$ cat src/rtl/saida_console_pkg.sv
// Shared types for the console UART (FSM states, data width).
// PARIDADE exists only when SAIDA_CONSOLE_PARIDADE_EN is defined.
package saida_console_pkg;

  localparam int BITS_DADO = 8;

  typedef enum logic [2:0] {
    OCIOSO,
    INICIO,
    DADOS,
`ifdef SAIDA_CONSOLE_PARIDADE_EN
    PARIDADE,
`endif
    PARADA
  } estado_e;

endpackage

$ cat src/rtl/fifo_stdout.sv
// Single-clock byte FIFO with combinational head read.
// Build option SAIDA_CONSOLE_PARIDADE_EN does not affect this file.
module fifo_stdout
  import saida_console_pkg::*;
#(
  parameter  int PROF_FIFO = 16,
  localparam int LARG_PTR  = $clog2(PROF_FIFO)
) (
  input  logic                 clk,
  input  logic                 rst,
  input  logic                 push,
  input  logic                 pop,
  input  logic [BITS_DADO-1:0] din,
  output logic [BITS_DADO-1:0] dout,
  output logic                 vazio,
  output logic                 cheio,
  output logic [LARG_PTR:0]    nivel
);

  logic [BITS_DADO-1:0] mem_q [PROF_FIFO];
  logic [LARG_PTR-1:0]  wr_q;
  logic [LARG_PTR-1:0]  rd_q;
  logic [LARG_PTR:0]    nivel_q;

  always_ff @(posedge clk) begin
    if (rst) begin
      wr_q    <= '0;
      rd_q    <= '0;
      nivel_q <= '0;
    end else begin
      if (push) wr_q <= wr_q + 1'b1;
      if (pop)  rd_q <= rd_q + 1'b1;
      case ({push, pop})
        2'b10:   nivel_q <= nivel_q + 1'b1;
        2'b01:   nivel_q <= nivel_q - 1'b1;
        default: nivel_q <= nivel_q;
      endcase
    end
  end

  // Storage is not reset; the pointers alone define validity.
  always_ff @(posedge clk) begin
    if (push) mem_q[wr_q] <= din;
  end

  assign dout  = mem_q[rd_q];
  assign nivel = nivel_q;
  assign vazio = (nivel_q == '0);
  assign cheio = (nivel_q == (LARG_PTR+1)'(PROF_FIFO));

endmodule

$ cat src/rtl/saida_console_uart.sv
// Console sink: buffers stdout bytes and sends 8N1 UART frames.
// Define SAIDA_CONSOLE_PARIDADE_EN for an even-parity bit (8E1).
module saida_console_uart
  import saida_console_pkg::*;
#(
  parameter  int DIV_BAUD  = 434,
  parameter  int PROF_FIFO = 16,
  localparam int LARG_PTR  = $clog2(PROF_FIFO)
) (
  input  logic              clk,
  input  logic              rst,
  input  logic              stdout_we,
  input  logic [31:0]       stdout,
  output logic              tx,
  output logic              vazio,
  output logic              cheio,
  output logic              ocupado,
  output logic              overflow,
  output logic [LARG_PTR:0] nivel
);

  localparam int LARG_CNT = $clog2(DIV_BAUD);
  localparam int LARG_IDX = $clog2(BITS_DADO);
  localparam logic [LARG_CNT-1:0] CNT_FIM = LARG_CNT'(DIV_BAUD - 1);
  localparam logic [LARG_IDX-1:0] IDX_FIM = LARG_IDX'(BITS_DADO - 1);

  estado_e              est_q, est_d;
  logic [LARG_CNT-1:0]  cnt_q, cnt_d;
  logic [LARG_IDX-1:0]  idx_q, idx_d;
  logic [BITS_DADO-1:0] sh_q, sh_d;
  logic                 tx_q, tx_d;
  logic                 ovf_q, ovf_d;
  logic                 push, pop, fim_bit;
  logic [BITS_DADO-1:0] cabeca;
  logic                 unused_alto;
`ifdef SAIDA_CONSOLE_PARIDADE_EN
  logic                 par_q, par_d;
`endif

  assign unused_alto = ^stdout[31:BITS_DADO];

  // A push is still accepted at full when the FSM pops the same cycle.
  assign push  = stdout_we & (~cheio | pop);
  assign ovf_d = ovf_q | (stdout_we & ~push);

  fifo_stdout #(.PROF_FIFO(PROF_FIFO)) u_fifo (
    .clk  (clk),
    .rst  (rst),
    .push (push),
    .pop  (pop),
    .din  (stdout[BITS_DADO-1:0]),
    .dout (cabeca),
    .vazio(vazio),
    .cheio(cheio),
    .nivel(nivel)
  );

  assign fim_bit = (cnt_q == CNT_FIM);

  always_comb begin
    est_d = est_q;
    cnt_d = cnt_q;
    idx_d = idx_q;
    sh_d  = sh_q;
    pop   = 1'b0;
`ifdef SAIDA_CONSOLE_PARIDADE_EN
    par_d = par_q;
`endif
    if (est_q != OCIOSO) cnt_d = fim_bit ? '0 : cnt_q + 1'b1;
    case (est_q)
      OCIOSO: begin
        if (!vazio) begin
          pop   = 1'b1;
          sh_d  = cabeca;
          cnt_d = '0;
          est_d = INICIO;
`ifdef SAIDA_CONSOLE_PARIDADE_EN
          par_d = ^cabeca;
`endif
        end
      end
      INICIO: begin
        if (fim_bit) begin
          idx_d = '0;
          est_d = DADOS;
        end
      end
      DADOS: begin
        if (fim_bit) begin
          sh_d  = sh_q >> 1;
          idx_d = idx_q + 1'b1;
`ifdef SAIDA_CONSOLE_PARIDADE_EN
          if (idx_q == IDX_FIM) est_d = PARIDADE;
`else
          if (idx_q == IDX_FIM) est_d = PARADA;
`endif
        end
      end
`ifdef SAIDA_CONSOLE_PARIDADE_EN
      PARIDADE: begin
        if (fim_bit) est_d = PARADA;
      end
`endif
      PARADA: begin
        if (fim_bit) begin
          if (!vazio) begin
            pop   = 1'b1;
            sh_d  = cabeca;
            est_d = INICIO;
`ifdef SAIDA_CONSOLE_PARIDADE_EN
            par_d = ^cabeca;
`endif
          end else begin
            est_d = OCIOSO;
          end
        end
      end
      default: est_d = OCIOSO;
    endcase
  end

  // tx is registered from next-state values so the pin is glitch-free.
  always_comb begin
    tx_d = 1'b1;
    case (est_d)
      INICIO:   tx_d = 1'b0;
      DADOS:    tx_d = sh_d[0];
`ifdef SAIDA_CONSOLE_PARIDADE_EN
      PARIDADE: tx_d = par_d;
`endif
      default:  tx_d = 1'b1;
    endcase
  end

  always_ff @(posedge clk) begin
    if (rst) begin
      est_q <= OCIOSO;
      cnt_q <= '0;
      idx_q <= '0;
      sh_q  <= '0;
      tx_q  <= 1'b1;
      ovf_q <= 1'b0;
`ifdef SAIDA_CONSOLE_PARIDADE_EN
      par_q <= 1'b0;
`endif
    end else begin
      est_q <= est_d;
      cnt_q <= cnt_d;
      idx_q <= idx_d;
      sh_q  <= sh_d;
      tx_q  <= tx_d;
      ovf_q <= ovf_d;
`ifdef SAIDA_CONSOLE_PARIDADE_EN
      par_q <= par_d;
`endif
    end
  end

  assign tx       = tx_q;
  assign overflow = ovf_q;
  assign ocupado  = (est_q != OCIOSO) | ~vazio;

endmodule

$ cat config.mk
export PLATFORM = sky130hd
export DESIGN_NAME = saida_console_uart
export DESIGN_NICKNAME = d
export VERILOG_FILES = /design/src/rtl/saida_console_pkg.sv /design/src/rtl/fifo_stdout.sv /design/src/rtl/saida_console_uart.sv
export SDC_FILE = /design/constraint.sdc
export NUM_CORES = 1
export LEC_CHECK = 0
export ABC_AREA = 1
export CORE_ASPECT_RATIO = 0.8
export CORE_MARGIN = 5
export CORE_UTILIZATION = 35
export CTS_CLUSTER_SIZE = 20
export DETAILED_ROUTE_END_ITERATION = 16
export PLACE_DENSITY = 0.63
export SYNTH_ARGS = -nofsm -noshare
export SYNTH_HDL_FRONTEND = slang
export SYNTH_SLANG_ARGS = --single-unit
$ cat constraint.sdc
create_clock -name clk -period 2.7 [get_ports clk]
set_input_delay 0.54 -clock clk [delete_from_list [all_inputs] [get_ports clk]]
set_output_delay 0.54 -clock clk [all_outputs]
set_load 0.005 [all_outputs]
==> flow_summary.rst <==
.. list-table::
   :header-rows: 1

   * - Metric
     - Value
   * - Final routed wire length divided by cell count
     - 15.3 um
   * - Switching fraction of total power
     - 24.7%
   * - Filler Cells Inserted
     - 1947
   * - Clock latency reported for the late side of the worst-skew pair
     - 420 ps
   * - Total routed wirelength
     - 15.7 mm
   * - Antenna viol nets, final
     - 0
   * - Height of the chip
     - 139 um
   * - Drt first pass iters
     - 5
   * - Kind of end point of the critical path
     - output port
   * - Remaining DRCs
     - 0
   * - Worst slack after detailed placement
     - 198 ps
   * - Vias/cell
     - 4.85
   * - Setup slack, reg-to-reg
     - 330 ps
   * - Number of cells on the worst hold path
     - 2
   * - Synth-to-layout area growth
     - 17.9%
   * - Slew headroom
     - 55.3%
   * - Proportion of netlist area held by the largest area contributor
     - 52.9%
   * - Effective utilization at floorplan
     - 35.3%
   * - Sequential fraction of design power
     - 46.1%
   * - Start of the worst register-to-register path
     - cnt_q[0]
   * - Worst hold path class
     - reg -> reg
   * - Total setup violations reported at the end of the flow
     - 0
   * - Power dissipated by switching net loads
     - 1.58 mW
   * - Clock tree from TritonCTS
     - yes
   * - Combinational Power Share
     - 13.5%
   * - Internal
     - 4.81 mW
   * - Global Route Usage Sum
     - 13.5%
   * - Worst min-delay path startpoint
     - idx_q[1]
   * - Total number of vias
     - 4973
   * - Pins over their slew limit
     - 0
   * - Vias in the first global route
     - 4603
   * - Post-Synthesis Cells
     - 703
   * - # rows
     - 47
   * - IO Count
     - 45
   * - Cell type with the largest total area after synthesis
     - sky130_fd_sc_hd__edfxtp_1
   * - Peak supply drop
     - 0.516 mV
   * - Flops & latches, synth
     - 170
   * - Die X-Extent
     - 171 um
   * - Pin count of the biggest net entering global routing
     - 40
   * - Final critical-path share of the clock period
     - 93.5%
   * - Proportion of power drawn by the clock network
     - 40.4%
   * - Placed wire-length estimate
     - 10.1 mm
   * - Final hold violation count
     - 0
   * - Portion of the post-synthesis area used by sequential elements
     - 64.4%
   * - Wire length of the first global-routing pass
     - 24.8 mm
   * - Number of sinks driven by the clock tree
     - 170
   * - Setup ws final
     - 174 ps
   * - Clock Skews
     - 8.08 ps
   * - Leakage power of the design
     - 3.06 nW
   * - Core region area
     - 20600 um2
   * - Critical register-to-register path endpoint
     - u_fifo.nivel[4]
   * - Number of antenna repair diodes
     - 0
   * - Clk buf depth
     - 2
   * - Clock slew at the register clock pins of the worst setup and hold paths
     - 60 ps
   * - Arrival time worst endpoint
     - 1990 ps
   * - Share of synthesized registers carrying an async set or reset
     - 0%
   * - Startpoint type of the worst setup path
     - flip-flop
   * - Number of enable flip-flop cells after synthesis
     - 128
   * - Worst setup path category
     - reg -> out
   * - Tightest Pin Transition
     - 668 ps
   * - First DRT Iteration DRCs
     - 406
   * - Prevailing post-synth register cell
     - sky130_fd_sc_hd__edfxtp_1
   * - Cell at the root of the clock tree
     - sky130_fd_sc_hd__clkbuf_16
   * - Total number of H-tree levels
     - 4
   * - Register-to-Register Path Depth
     - 17
   * - Max-cap check violation count
     - 0
   * - Overflow left after global routing
     - 0
   * - Netlist area before placement
     - 7270 um2
   * - Count of yosys warnings during synthesis
     - 0
   * - Top cells by area in the synthesized netlist
     - sky130_fd_sc_hd__edfxtp_1 (53%), sky130_fd_sc_hd__dfxtp_1 (12%), sky130_fd_sc_hd__nor2_1 (7.2%)
   * - Status
     - finished clean
   * - Count of different cell masters after synthesis
     - 32
   * - DIE AREA
     - 23800 um2
   * - Net count reported at finish
     - 792
   * - Critical path fanouts, max
     - 14
   * - Fraction of layout cells with a size suffix above 1
     - 10.8%
   * - RD Place Congestion
     - 0.790
   * - Net count after synthesis
     - 751
   * - Crit path launch
     - u_fifo.nivel[0]
   * - Data required time of the worst path
     - 2160 ps
   * - Power per Cell Area
     - 745 nW/um2
   * - Minimum clock period
     - 2530 ps
   * - Antenna violations before repair
     - 0
   * - Total Negative Setup Slacks
     - 0 ps
   * - Setup repair after global routing missed its margin
     - false
   * - Fmax
     - 0.396 GHz
   * - Port buffer count
     - 20
   * - Post-Syn Area per Cell
     - 10.3 um2
   * - Clock buffer count from CTS
     - 17
   * - Worst hold endpoint
     - idx_q[1]
   * - Post-CTS Repair Setup Buffers
     - 0
==> Yosys cell counts, types with 3 or more instances <==
library cell,number
sky130_fd_sc_hd__clkbuf_1,18
sky130_fd_sc_hd__nand3_1,44
sky130_fd_sc_hd__xor2_1,3
sky130_fd_sc_hd__inv_2,5
sky130_fd_sc_hd__nor3_1,5
sky130_fd_sc_hd__nand4_1,5
sky130_fd_sc_hd__dfxtp_1,42
sky130_fd_sc_hd__a21oi_1,35
sky130_fd_sc_hd__o211ai_1,29
sky130_fd_sc_hd__ha_1,12
sky130_fd_sc_hd__buf_2,9
sky130_fd_sc_hd__nand2_2,6
sky130_fd_sc_hd__o21ai_0,89
sky130_fd_sc_hd__a221oi_1,3
sky130_fd_sc_hd__o21ai_1,4
sky130_fd_sc_hd__nor2_1,139
sky130_fd_sc_hd__nor2_2,3
sky130_fd_sc_hd__inv_1,54
sky130_fd_sc_hd__edfxtp_1,128
sky130_fd_sc_hd__nand2_1,57
==> per-layer routing <==
layer  wire, um  track usage (%)  vias to the layer above
met3        703             3.13                       17
met2       7240             20.5                      109
met1       7560             19.4                     2310
met5          0                0                        -
met4        226             3.92                        0
li1           -                -                     2537
==> logic make-up after synthesis <==
logic type | count (synthesis) | synth area share, %
buf+inv | 88 | 4.72
fa+ha+maj | 13 | 2.34
simple gates | 263 | 15.3
flops | 170 | 64.4
xor+xnor | 4 | 0.482
compound gates | 164 | 12.7
other cells | 1 | 0.0516
==> state kept, by name, indices dropped and copies added (netlist names), named ones only <==
signal	count
est_q	3
tx	1
u_fifo.nivel	5
cnt_q	9
sh_q	8
idx_q	3
overflow	1
u_fifo.wr_q	4
u_fifo.rd_q	4
u_fifo.mem_q	128
==> worst max path at each step <==
stage               depth (start not counted)         endpoint
floorplan                                  17  u_fifo.nivel[4]
global placement                           14  u_fifo.nivel[4]
detailed placement                         14  u_fifo.nivel[4]
CTS                                         6          ocupado
global route                               17  u_fifo.nivel[4]
finish                                      6          ocupado
==> worst max-delay path: stages, from the launching register on <==
cell and delay (ps):
sky130_fd_sc_hd__dfxtp_1 450, sky130_fd_sc_hd__nor2_2 80, sky130_fd_sc_hd__nand4_2 110, sky130_fd_sc_hd__buf_4 240, sky130_fd_sc_hd__nor2_2 60, sky130_fd_sc_hd__inv_1 110
sky130_fd_sc_hd__clkdlybuf4s50_1 520
==> placed cells by master, fill, tap and decap left out, drive strengths merged, types with 12 or more instances in the layout <==
cell type	instances
nor2	142
dfxtp	42
clkbuf	18
ha	12
o211ai	29
nand3	44
edfxtp	128
nand2	64
buf	30
inv	59
o21ai	93
clkdlybuf4s50	20
a21oi	36
==> stage by stage <==
step                utilization (%)  cell area, um2  hold WS (ps)  cells  power [mW]
detailed placement             38.5            7930           454    994        3.86
CTS                            41.6            8560           468   1025        6.43
global placement               38.5            7930           454    994        3.84
floorplan                         -            7270           432    703        3.52
global route                   41.6            8570           495   1025        6.66
finish                         41.6            8570           466   1025        6.38
==> timing repair <==
item | in CTS | in global routing
gates resized for setup | 0 | 2
endpoints found under the setup margin | 0 | 1
hold endpoints to repair | 0 | 0
hold buffers | 0 | 0
==> layout make-up <==
cell class	instances	area, um2	area share [%]
clock inverters	13	201	2.35
flip-flops and latches	170	4690	54.7
clock buffers	18	429	5.01
multi-input cells	445	2250	26.3
repair buffers	50	438	5.11
well taps	269	337	3.93
inverters	60	225	2.63
==> power by group through the flow <==
stage / combinational [mW] / clock [mW] / sequential (mW)
CTS: 0.864 / 2.62 / 2.94
detailed placement: 0.859 / 0 / 3.00
global route: 0.965 / 2.74 / 2.95
finish: 0.862 / 2.58 / 2.94
floorplan: 0.545 / 0 / 2.97
global placement: 0.846 / 0 / 3.00
No activity file was read; power rests on OpenSTA's default activity.
